--- src/rtl/hc4_mem_arbiter_if.sv ---
// Bundle of the CPU, debug and RAM-side signals of the HC4 data-memory arbiter.
// slave: the arbiter's view; master: requesters plus RAM (e.g. a testbench).
interface hc4_mem_arbiter_if;
  logic       cpu_req;
  logic       cpu_we;
  logic [7:0] cpu_addr;
  logic [3:0] cpu_wdata;
  logic       cpu_ack;
  logic [3:0] cpu_rdata;

  logic       dbg_req;
  logic       dbg_we;
  logic [7:0] dbg_addr;
  logic [3:0] dbg_wdata;
  logic       dbg_ack;
  logic [3:0] dbg_rdata;

  logic       mem_en;
  logic       mem_we;
  logic [7:0] mem_addr;
  logic [3:0] mem_wdata;
  logic [3:0] mem_rdata;

  modport slave (
    input  cpu_req, cpu_we, cpu_addr, cpu_wdata,
    output cpu_ack, cpu_rdata,
    input  dbg_req, dbg_we, dbg_addr, dbg_wdata,
    output dbg_ack, dbg_rdata,
    output mem_en, mem_we, mem_addr, mem_wdata,
    input  mem_rdata
  );

  modport master (
    output cpu_req, cpu_we, cpu_addr, cpu_wdata,
    input  cpu_ack, cpu_rdata,
    output dbg_req, dbg_we, dbg_addr, dbg_wdata,
    input  dbg_ack, dbg_rdata,
    input  mem_en, mem_we, mem_addr, mem_wdata,
    output mem_rdata
  );
endinterface

--- src/rtl/hc4_mem_arbiter.sv ---
// Arbitrates the HC4 data-RAM port between CPU and debug requesters with fixed wait states.
// Define HC4_ARB_ROUND_ROBIN_EN to alternate grants on ties instead of strict CPU priority.
module hc4_mem_arbiter #(
  parameter int unsigned WAIT_CYCLES = 1
) (
  input  logic               clk,
  input  logic               reset,
  hc4_mem_arbiter_if.slave   bus,
  output logic               busy
);

  // A zero wait count behaves like one.
  localparam logic [3:0] LAST_CNT = (WAIT_CYCLES == 0) ? 4'd0 : 4'(WAIT_CYCLES - 1);

  typedef enum logic [1:0] {S_IDLE, S_ACCESS, S_ACK} state_t;

  state_t     state_q, state_d;
  logic [3:0] cnt_q, cnt_d;
  logic       owner_q, owner_d;
  logic       we_q, we_d;
  logic [7:0] addr_q, addr_d;
  logic [3:0] wdata_q, wdata_d;
  logic       mem_en_q, mem_en_d;
  logic       mem_we_q, mem_we_d;
  logic       cpu_ack_q, cpu_ack_d;
  logic       dbg_ack_q, dbg_ack_d;
  logic [3:0] cpu_rdata_q, cpu_rdata_d;
  logic [3:0] dbg_rdata_q, dbg_rdata_d;
  logic       busy_q, busy_d;

  logic       grant_dbg;
  logic       sel_we;
  logic [7:0] sel_addr;
  logic [3:0] sel_wdata;

`ifdef HC4_ARB_ROUND_ROBIN_EN
  logic rr_last_dbg_q, rr_last_dbg_d;
  assign grant_dbg = bus.dbg_req & (~bus.cpu_req | ~rr_last_dbg_q);
`else
  assign grant_dbg = bus.dbg_req & ~bus.cpu_req;
`endif

  assign sel_we    = grant_dbg ? bus.dbg_we    : bus.cpu_we;
  assign sel_addr  = grant_dbg ? bus.dbg_addr  : bus.cpu_addr;
  assign sel_wdata = grant_dbg ? bus.dbg_wdata : bus.cpu_wdata;

  always_comb begin
    state_d     = state_q;
    cnt_d       = cnt_q;
    owner_d     = owner_q;
    we_d        = we_q;
    addr_d      = addr_q;
    wdata_d     = wdata_q;
    mem_en_d    = mem_en_q;
    mem_we_d    = mem_we_q;
    cpu_ack_d   = 1'b0;
    dbg_ack_d   = 1'b0;
    cpu_rdata_d = cpu_rdata_q;
    dbg_rdata_d = dbg_rdata_q;
`ifdef HC4_ARB_ROUND_ROBIN_EN
    rr_last_dbg_d = rr_last_dbg_q;
`endif
    case (state_q)
      S_IDLE: begin
        if (bus.cpu_req || bus.dbg_req) begin
          owner_d  = grant_dbg;
          we_d     = sel_we;
          addr_d   = sel_addr;
          wdata_d  = sel_wdata;
          cnt_d    = 4'd0;
          mem_en_d = 1'b1;
          mem_we_d = sel_we;
          state_d  = S_ACCESS;
        end
      end
      S_ACCESS: begin
        cnt_d = cnt_q + 4'd1;
        if (cnt_q == LAST_CNT) begin
          mem_en_d = 1'b0;
          mem_we_d = 1'b0;
          state_d  = S_ACK;
          if (owner_q) begin
            dbg_ack_d = 1'b1;
            if (!we_q) dbg_rdata_d = bus.mem_rdata;
          end else begin
            cpu_ack_d = 1'b1;
            if (!we_q) cpu_rdata_d = bus.mem_rdata;
          end
`ifdef HC4_ARB_ROUND_ROBIN_EN
          rr_last_dbg_d = owner_q;
`endif
        end
      end
      S_ACK:   state_d = S_IDLE;
      default: state_d = S_IDLE;
    endcase
    busy_d = (state_d != S_IDLE);
  end

  always_ff @(posedge clk) begin
    if (reset) begin
      state_q     <= S_IDLE;
      cnt_q       <= 4'd0;
      owner_q     <= 1'b0;
      we_q        <= 1'b0;
      addr_q      <= 8'd0;
      wdata_q     <= 4'd0;
      mem_en_q    <= 1'b0;
      mem_we_q    <= 1'b0;
      cpu_ack_q   <= 1'b0;
      dbg_ack_q   <= 1'b0;
      cpu_rdata_q <= 4'd0;
      dbg_rdata_q <= 4'd0;
      busy_q      <= 1'b0;
`ifdef HC4_ARB_ROUND_ROBIN_EN
      // Pretend debug held the last grant so the first tie goes to the CPU.
      rr_last_dbg_q <= 1'b1;
`endif
    end else begin
      state_q     <= state_d;
      cnt_q       <= cnt_d;
      owner_q     <= owner_d;
      we_q        <= we_d;
      addr_q      <= addr_d;
      wdata_q     <= wdata_d;
      mem_en_q    <= mem_en_d;
      mem_we_q    <= mem_we_d;
      cpu_ack_q   <= cpu_ack_d;
      dbg_ack_q   <= dbg_ack_d;
      cpu_rdata_q <= cpu_rdata_d;
      dbg_rdata_q <= dbg_rdata_d;
      busy_q      <= busy_d;
`ifdef HC4_ARB_ROUND_ROBIN_EN
      rr_last_dbg_q <= rr_last_dbg_d;
`endif
    end
  end

  assign bus.cpu_ack   = cpu_ack_q;
  assign bus.cpu_rdata = cpu_rdata_q;
  assign bus.dbg_ack   = dbg_ack_q;
  assign bus.dbg_rdata = dbg_rdata_q;
  assign bus.mem_en    = mem_en_q;
  assign bus.mem_we    = mem_we_q;
  assign bus.mem_addr  = addr_q;
  assign bus.mem_wdata = wdata_q;
  assign busy          = busy_q;

endmodule

--- src/flat_wrapper.sv ---
// flat-port wrapper written by rule: the top's interface ports become plain ports
module hc4_mem_arbiter_flat 
#(
  parameter int unsigned WAIT_CYCLES = 1
)
  (clk, reset, busy, bus_cpu_req, bus_cpu_we, bus_cpu_addr, bus_cpu_wdata, bus_cpu_ack, bus_cpu_rdata, bus_dbg_req, bus_dbg_we, bus_dbg_addr, bus_dbg_wdata, bus_dbg_ack, bus_dbg_rdata, bus_mem_en, bus_mem_we, bus_mem_addr, bus_mem_wdata, bus_mem_rdata);
  hc4_mem_arbiter_if bus_i ();
  input  logic clk;
  input  logic reset;
  output logic busy;
  input wire logic [$bits(bus_i.cpu_req)-1:0] bus_cpu_req;
  input wire logic [$bits(bus_i.cpu_we)-1:0] bus_cpu_we;
  input wire logic [$bits(bus_i.cpu_addr)-1:0] bus_cpu_addr;
  input wire logic [$bits(bus_i.cpu_wdata)-1:0] bus_cpu_wdata;
  output wire logic [$bits(bus_i.cpu_ack)-1:0] bus_cpu_ack;
  output wire logic [$bits(bus_i.cpu_rdata)-1:0] bus_cpu_rdata;
  input wire logic [$bits(bus_i.dbg_req)-1:0] bus_dbg_req;
  input wire logic [$bits(bus_i.dbg_we)-1:0] bus_dbg_we;
  input wire logic [$bits(bus_i.dbg_addr)-1:0] bus_dbg_addr;
  input wire logic [$bits(bus_i.dbg_wdata)-1:0] bus_dbg_wdata;
  output wire logic [$bits(bus_i.dbg_ack)-1:0] bus_dbg_ack;
  output wire logic [$bits(bus_i.dbg_rdata)-1:0] bus_dbg_rdata;
  output wire logic [$bits(bus_i.mem_en)-1:0] bus_mem_en;
  output wire logic [$bits(bus_i.mem_we)-1:0] bus_mem_we;
  output wire logic [$bits(bus_i.mem_addr)-1:0] bus_mem_addr;
  output wire logic [$bits(bus_i.mem_wdata)-1:0] bus_mem_wdata;
  input wire logic [$bits(bus_i.mem_rdata)-1:0] bus_mem_rdata;
  assign bus_i.cpu_req = bus_cpu_req;
  assign bus_i.cpu_we = bus_cpu_we;
  assign bus_i.cpu_addr = bus_cpu_addr;
  assign bus_i.cpu_wdata = bus_cpu_wdata;
  assign bus_cpu_ack = bus_i.cpu_ack;
  assign bus_cpu_rdata = bus_i.cpu_rdata;
  assign bus_i.dbg_req = bus_dbg_req;
  assign bus_i.dbg_we = bus_dbg_we;
  assign bus_i.dbg_addr = bus_dbg_addr;
  assign bus_i.dbg_wdata = bus_dbg_wdata;
  assign bus_dbg_ack = bus_i.dbg_ack;
  assign bus_dbg_rdata = bus_i.dbg_rdata;
  assign bus_mem_en = bus_i.mem_en;
  assign bus_mem_we = bus_i.mem_we;
  assign bus_mem_addr = bus_i.mem_addr;
  assign bus_mem_wdata = bus_i.mem_wdata;
  assign bus_i.mem_rdata = bus_mem_rdata;
  hc4_mem_arbiter #(.WAIT_CYCLES(WAIT_CYCLES)) u_core (.clk(clk), .reset(reset), .bus(bus_i), .busy(busy));
endmodule
--- config.mk ---
export PLATFORM = sky130hd
export DESIGN_NAME = hc4_mem_arbiter_flat
export DESIGN_NICKNAME = d
export VERILOG_FILES = /design/src/rtl/hc4_mem_arbiter_if.sv /design/src/rtl/hc4_mem_arbiter.sv /design/src/flat_wrapper.sv
export SDC_FILE = /design/constraint.sdc
export NUM_CORES = 1
export LEC_CHECK = 0
export ABC_AREA = 1
export CORE_MARGIN = 1.5
export CORE_UTILIZATION = 41
export CTS_CLUSTER_DIAMETER = 120
export DETAILED_ROUTE_END_ITERATION = 8
export PLACE_DENSITY = 0.81
export SYNTH_ARGS = -nofsm -noshare
export SYNTH_HDL_FRONTEND = slang
export SYNTH_SLANG_ARGS = --single-unit
--- constraint.sdc ---
create_clock -name clk -period 2.9 [get_ports clk]
set_clock_uncertainty 0.2 [all_clocks]
set_input_delay 0.435 -clock clk [delete_from_list [all_inputs] [get_ports clk]]
set_output_delay 0.435 -clock clk [all_outputs]
set_load 0.05 [all_outputs]
==> run metrics, run 1 <==
Critical path buffers and inverters 1; status finished clean; Syn Std Cell Area 1480 sq um; Ports 59; Tmin final 2130 ps; CP top delay family buffers and inverters; Finish-stage setup viols 0; CTS sink cnt 33; grt total ovfl 0; initial antenna violation count 0; first-pass iteration count of the detailed router 4; area of the multi-input gates 683 sq um; post-synthesis cell count 197; f_max 469 MHz; Vias/cell 4.87; placed cell count 293; layout cells sized above 1 0.0791; Non-Filler Instances 299; pin count of the biggest net entering global routing 25; flop2flop setup slack 1350 ps; row count 21; P_leak 0.000835 uW; Worst-Margin Slew 625 ps; Clk Latency, worst-skew pair 330 ps; final hold violations 0; RSZ-0062 raised after global routing no; vias 1457; Routed Wire Length 3.44 mm; sequential area share after synthesis 0.447; Clock Pin Slew Worst Setup and Hold Paths 90 ps; CTS resizes 0; number of buffers created by CTS 5; CP Class flop to primary output; synth warn 0; most common cell after layout, fill and taps aside clkdlybuf4s50_1; setup TNS 0 ps; setup ws final 767 ps; crit path max-delay cell type clkdlybuf4s50_1; crit path max fanout 2; nets 290; post-synth cell types 21; core area 3390 sq um; TritonCTS clock tree yes; Tcrit/Tclk final 0.735; cell breakdown of the critical path clkdlybuf4s50_1; Setup Fix Bufs, Post-CTS 0; syn avg cell area 7.49 sq um; most frequent cells in the layout 58 x clkdlybuf4s50_1, 39 x nand2_1, 33 x dfxtp_1, 32 x a21oi_1, 21 x nor2_1; DP HPWL 2.54 mm; first-pass GRT wire length 5.84 mm; gpl congestion 0.816; vias in the first global route 1403; H-tree depth 2; Req. time, crit path 2270 ps; FF+latch count, synth 33; die width 63.0 um; DRT antenna net count 0; PortBufs 58; max-cap check violation count 0; residual DRC count 0; Hold Buf Count CTS 0; Die H 63.0 um; drt wl/cell 11.5 um; Pwr Density 670 nW/um^2; FF+latch area 661 sq um; relative slew slack 0.583; Peak VDD IR 0.354 mV; CTS root buf clkbuf_4; synthesis-to-layout area growth 42.5%; Total GRT Usage 0.187; maximum buffer depth of the clock tree 2; crit-path max cell delay 810 ps; Slew Limit Fails 0; Iter 0 DRT Violations 55; diode count 0; critical path arrival 1500 ps; Initial Utilization 0.436; crit path capture type primary output; Syn Nets 233; DIE AREA 3970 sq um; DP Worst Slack 736 ps; hold crit path type flop to flop; crit path launch type flop; fill count 302
-- cell usage after synthesis --
cell     number  area (sq um)
nand2_1      39           146
dfxtp_1      33           661
a21oi_1      32           160
nor2_1       21          78.8
inv_1        20          75.1
o21ai_0      13          65.1
nand4_1       8          50.1
buf_2         4          20.0
nand3_1       4          20.0
nor2_2        4          25.0
nor2_4        4          45.0
buf_4         3          22.5
a21oi_2       2          17.5
ha_1          2          25.0
nor3_1        2          10.0
buf_6         1          11.3
inv_2         1          3.75
nand2_2       1          6.26
nand2_4       1          11.3
nand3_4       1          17.5
o21ai_1       1          5.00
-- metrics by stage --
step	util	power, uW	instance area (sq um)	hold WS (ps)
3_5_place_dp	0.608	1190	2060	271
3_3_place_gp	0.608	1180	2060	266
5_1_grt	0.621	1500	2100	304
4_1_cts	0.621	1420	2100	290
6_report	0.621	1410	2100	286
2_1_floorplan	-	1000	1480	247
-- flip-flops by register name, summed over array words and instances, names as in the netlist, 2 cells and up --
register / cells
u_core.bus.mem_addr: 8
u_core.cnt_q: 4
u_core.bus.cpu_rdata: 4
u_core.bus.mem_wdata: 4
u_core.bus.dbg_rdata: 4
u_core.state_q: 2
-- kinds of logic (layout without fill, tap and decap cells) --
family          count (synthesis)  after routing  share of synthesized area
compound gates                 48             48                      0.168
buf+inv                        29             85                     0.0898
simple gates                   85             85                      0.278
flops                          33             33                      0.447
fa+ha+maj                       2              2                     0.0169
-- power breakdown --
part | internal [uW] | leakage, uW | total (uW) | switching, uW
Sequential | 524 | 0.000271 | 565 | 41.6
Clock | 84.0 | 0.0000269 | 227 | 143
Combinational | 209 | 0.000537 | 616 | 407
Total | 817 | 0.000835 | 1410 | 592
-- cell type report --
cell class              instances  area share
clock buffers                   5      0.0178
multi-input cells             135       0.325
well taps                      46      0.0274
flip-flops and latches         33       0.314
repair buffers                 58       0.276
inverters                      21      0.0375
clock inverters                 1     0.00238
-- metal layers --
metal / vias to the layer above / track usage / part of all wire
met5: - / 0 / 0
li1: 753 / - / -
met1: 642 / 0.205 / 0.44
met4: 0 / 0.0611 / 0
met2: 62 / 0.319 / 0.47
met3: 0 / 0.0865 / 0.096
-- path summary, 6_finish.rpt --
kind / cells after the start / endpoint / from
worst max-delay path: 1 / bus_mem_wdata[0] / u_core.bus.mem_wdata[0]
worst min-delay path: 2 / u_core.bus.cpu_rdata[3] / u_core.bus.cpu_rdata[3]
worst max register to register: 7 / u_core.bus.dbg_rdata[1] / u_core.cnt_q[0]
worst min register to register: 2 / u_core.bus.cpu_rdata[3] / u_core.bus.cpu_rdata[3]
-- worst register-to-register path: stages (launching register included) --
cell and delay (ps):
dfxtp_1 350, inv_1 70, ha_1 200, nand2_1 80
nor2_2 260, nand4_1 160, nand2_1 100, nor2_1 50
No activity file was read; power rests on OpenSTA's default activity.
==> run 2, diff against run 1 <==
==> constraint.sdc (replaced) <==
create_clock -name clk -period 2.1 [get_ports clk]
set_clock_uncertainty 0.2 [all_clocks]
set_input_delay 0.315 -clock clk [delete_from_list [all_inputs] [get_ports clk]]
set_output_delay 0.315 -clock clk [all_outputs]
set_load 0.05 [all_outputs]
==> run 2 against run 1 <==
Register-to-register slack got worse by 770 ps. Count of clock-buffer cells in the layout grew 2. Clock power up 58%. Sequential power up 38%.
==> run metrics, run 2 (synthesis results as in run 1) <==
Hold Buf Count CTS 0 (unchanged); number of buffers created by CTS 5 (unchanged); max reg flops 8 (unchanged); Die H 63.0 um (unchanged); first-pass iteration count of the detailed router 4 (unchanged); crit path max fanout 2 (unchanged); met3 usage 0.0703 (-0.0162); vias 1436 (-1.4%); PortBufs 58 (unchanged); row count 21 (unchanged); Routed Wire Length 3.36 mm (-2.2%); layout cells sized above 1 0.0824 (+0.00330); Ports 59 (unchanged); fill count 307 (+1.7%); Critical path buffers and inverters 1 (unchanged); Req. time, crit path 1580 ps (-690 ps); CP top delay family buffers and inverters; crit-path max cell delay 810 ps (about the same); initial antenna violation count 0 (unchanged); flop2flop setup slack 580 ps (-770 ps); pin count of the biggest net entering global routing 25 (unchanged); core area 3390 sq um (unchanged); Min-Delay Endpoint u_core.bus.mem_en; most frequent cells in the layout 58 x clkdlybuf4s50_1, 39 x nand2_1, 33 x dfxtp_1, 32 x a21oi_1, 21 x nor2_1; diode count 0 (unchanged); CTS sink cnt 33 (unchanged); global-route met2 utilization 0.311 (-0.00798); Peak VDD IR 0.496 mV (+40%); die width 63.0 um (unchanged); Reg-to-Reg End u_core.bus.dbg_rdata[1]; Worst Hold Launch u_core.bus.mem_en; grt total ovfl 0 (unchanged); RSZ-0062 raised after global routing no; RR Startpoint u_core.cnt_q[0]; P_leak 0.000845 uW (+1.1%); CTS root buf clkbuf_4; status finished clean; crit path max-delay cell type clkdlybuf4s50_1; relative slew slack 0.584 (+0.00100); Setup Fix Bufs, Post-CTS 0 (unchanged); Pwr Density 936 nW/um^2 (+40%); GRT busiest layer met2; CTS resizes 0 (unchanged); max-cap check violation count 0 (unchanged); gpl congestion 0.771 (-5.5%); nets 291 (+0.34%); first-pass GRT wire length 5.72 mm (-2.1%); most common cell after layout, fill and taps aside clkdlybuf4s50_1; Hold Path Depth 2 (unchanged); vias in the first global route 1378 (-1.8%); Initial Utilization 0.436 (unchanged); Clock Pin Slew Worst Setup and Hold Paths 90 ps (about the same); dpl cell area 2070 sq um (+0.36%); drt wl/cell 11.2 um (-2.9%); cell breakdown of the critical path clkdlybuf4s50_1; Finish-stage setup viols 0 (unchanged); crit path capture type primary output; Iter 0 DRT Violations 67 (+22%); synthesis-to-layout area growth 43.8%; setup TNS 0 ps (unchanged); TritonCTS clock tree yes; Worst-Margin Slew 623 ps (-1.50 ps); Vias/cell 4.77 (-2.1%); fin area 2120 sq um (+0.95%); crit path launch type flop; Fin Hold WS 280 ps (-6.54 ps); CP Class flop to primary output; Slew Limit Fails 0 (unchanged); H-tree depth 2 (unchanged); final hold violations 0 (unchanged); DP HPWL 2.47 mm (-2.7%); r2r worst-path depth 7 (unchanged); DIE AREA 3970 sq um (unchanged); maximum buffer depth of the clock tree 2 (unchanged); hold crit path type flop to flop; DRT antenna net count 0 (unchanged); Tmin final 2010 ps; Total GRT Usage 0.184 (-0.00316); Clk Latency, worst-skew pair 330 ps (about the same); met1 Use GR 0.197 (-0.00805); f_max 497 MHz; Core Util, Final 0.626 (+0.00591); critical path arrival 1500 ps (about the same); Tcrit/Tclk final 0.958; residual DRC count 0 (unchanged)
## run 2: cell count changes in the layout (fill, tap and decap cells not counted), sizes merged
cell    delta
clkbuf     +2
buf        +1
clkinv     -1
## run 2: final cells by class
class | instances | area (sq um) | share of cell area
multi-input cells | 135 | 683 | 0.322
clock buffers | 7 | 55.1 | 0.0259
well taps | 46 | 57.6 | 0.0271
flip-flops and latches | 33 | 661 | 0.311
inverters | 21 | 78.8 | 0.0371
repair buffers | 59 | 588 | 0.277
## run 2: worst max path at each step
stage | startpoint | endpoint | slack [ps] | depth (start not counted)
CTS | u_core.bus.mem_addr[3] | bus_mem_addr[3] | 70 | 1
floorplan | u_core.cnt_q[0] | u_core.bus.cpu_rdata[0] | 730 | 7
global placement | bus_cpu_req | u_core.bus.mem_we | 210 | 5
global route | u_core.bus.mem_addr[5] | bus_mem_addr[5] | 30 | 1
detailed placement | bus_cpu_req | u_core.bus.mem_we | 180 | 5
finish | u_core.bus.mem_wdata[2] | bus_mem_wdata[2] | 90 | 1
## run 2: power by group
part	switching, uW	internal [uW]
logic	561	290
registers	55.0	723
clock network	200	158
## run 2: stage by stage
stage	worst slack, ps	power [uW]	instances
final	88.4	1990	301
after global routing	30.1	2110	301
after CTS	67.4	2010	301
after detailed placement	178	1650	294
after global placement	212	1640	294
after floorplan	732	1390	197
## run 2: layer usage
layer	up-vias	routed length, um
met4	0	75
met5	-	0
met1	617	1430
met2	55	1520
met3	8	332
li1	756	-
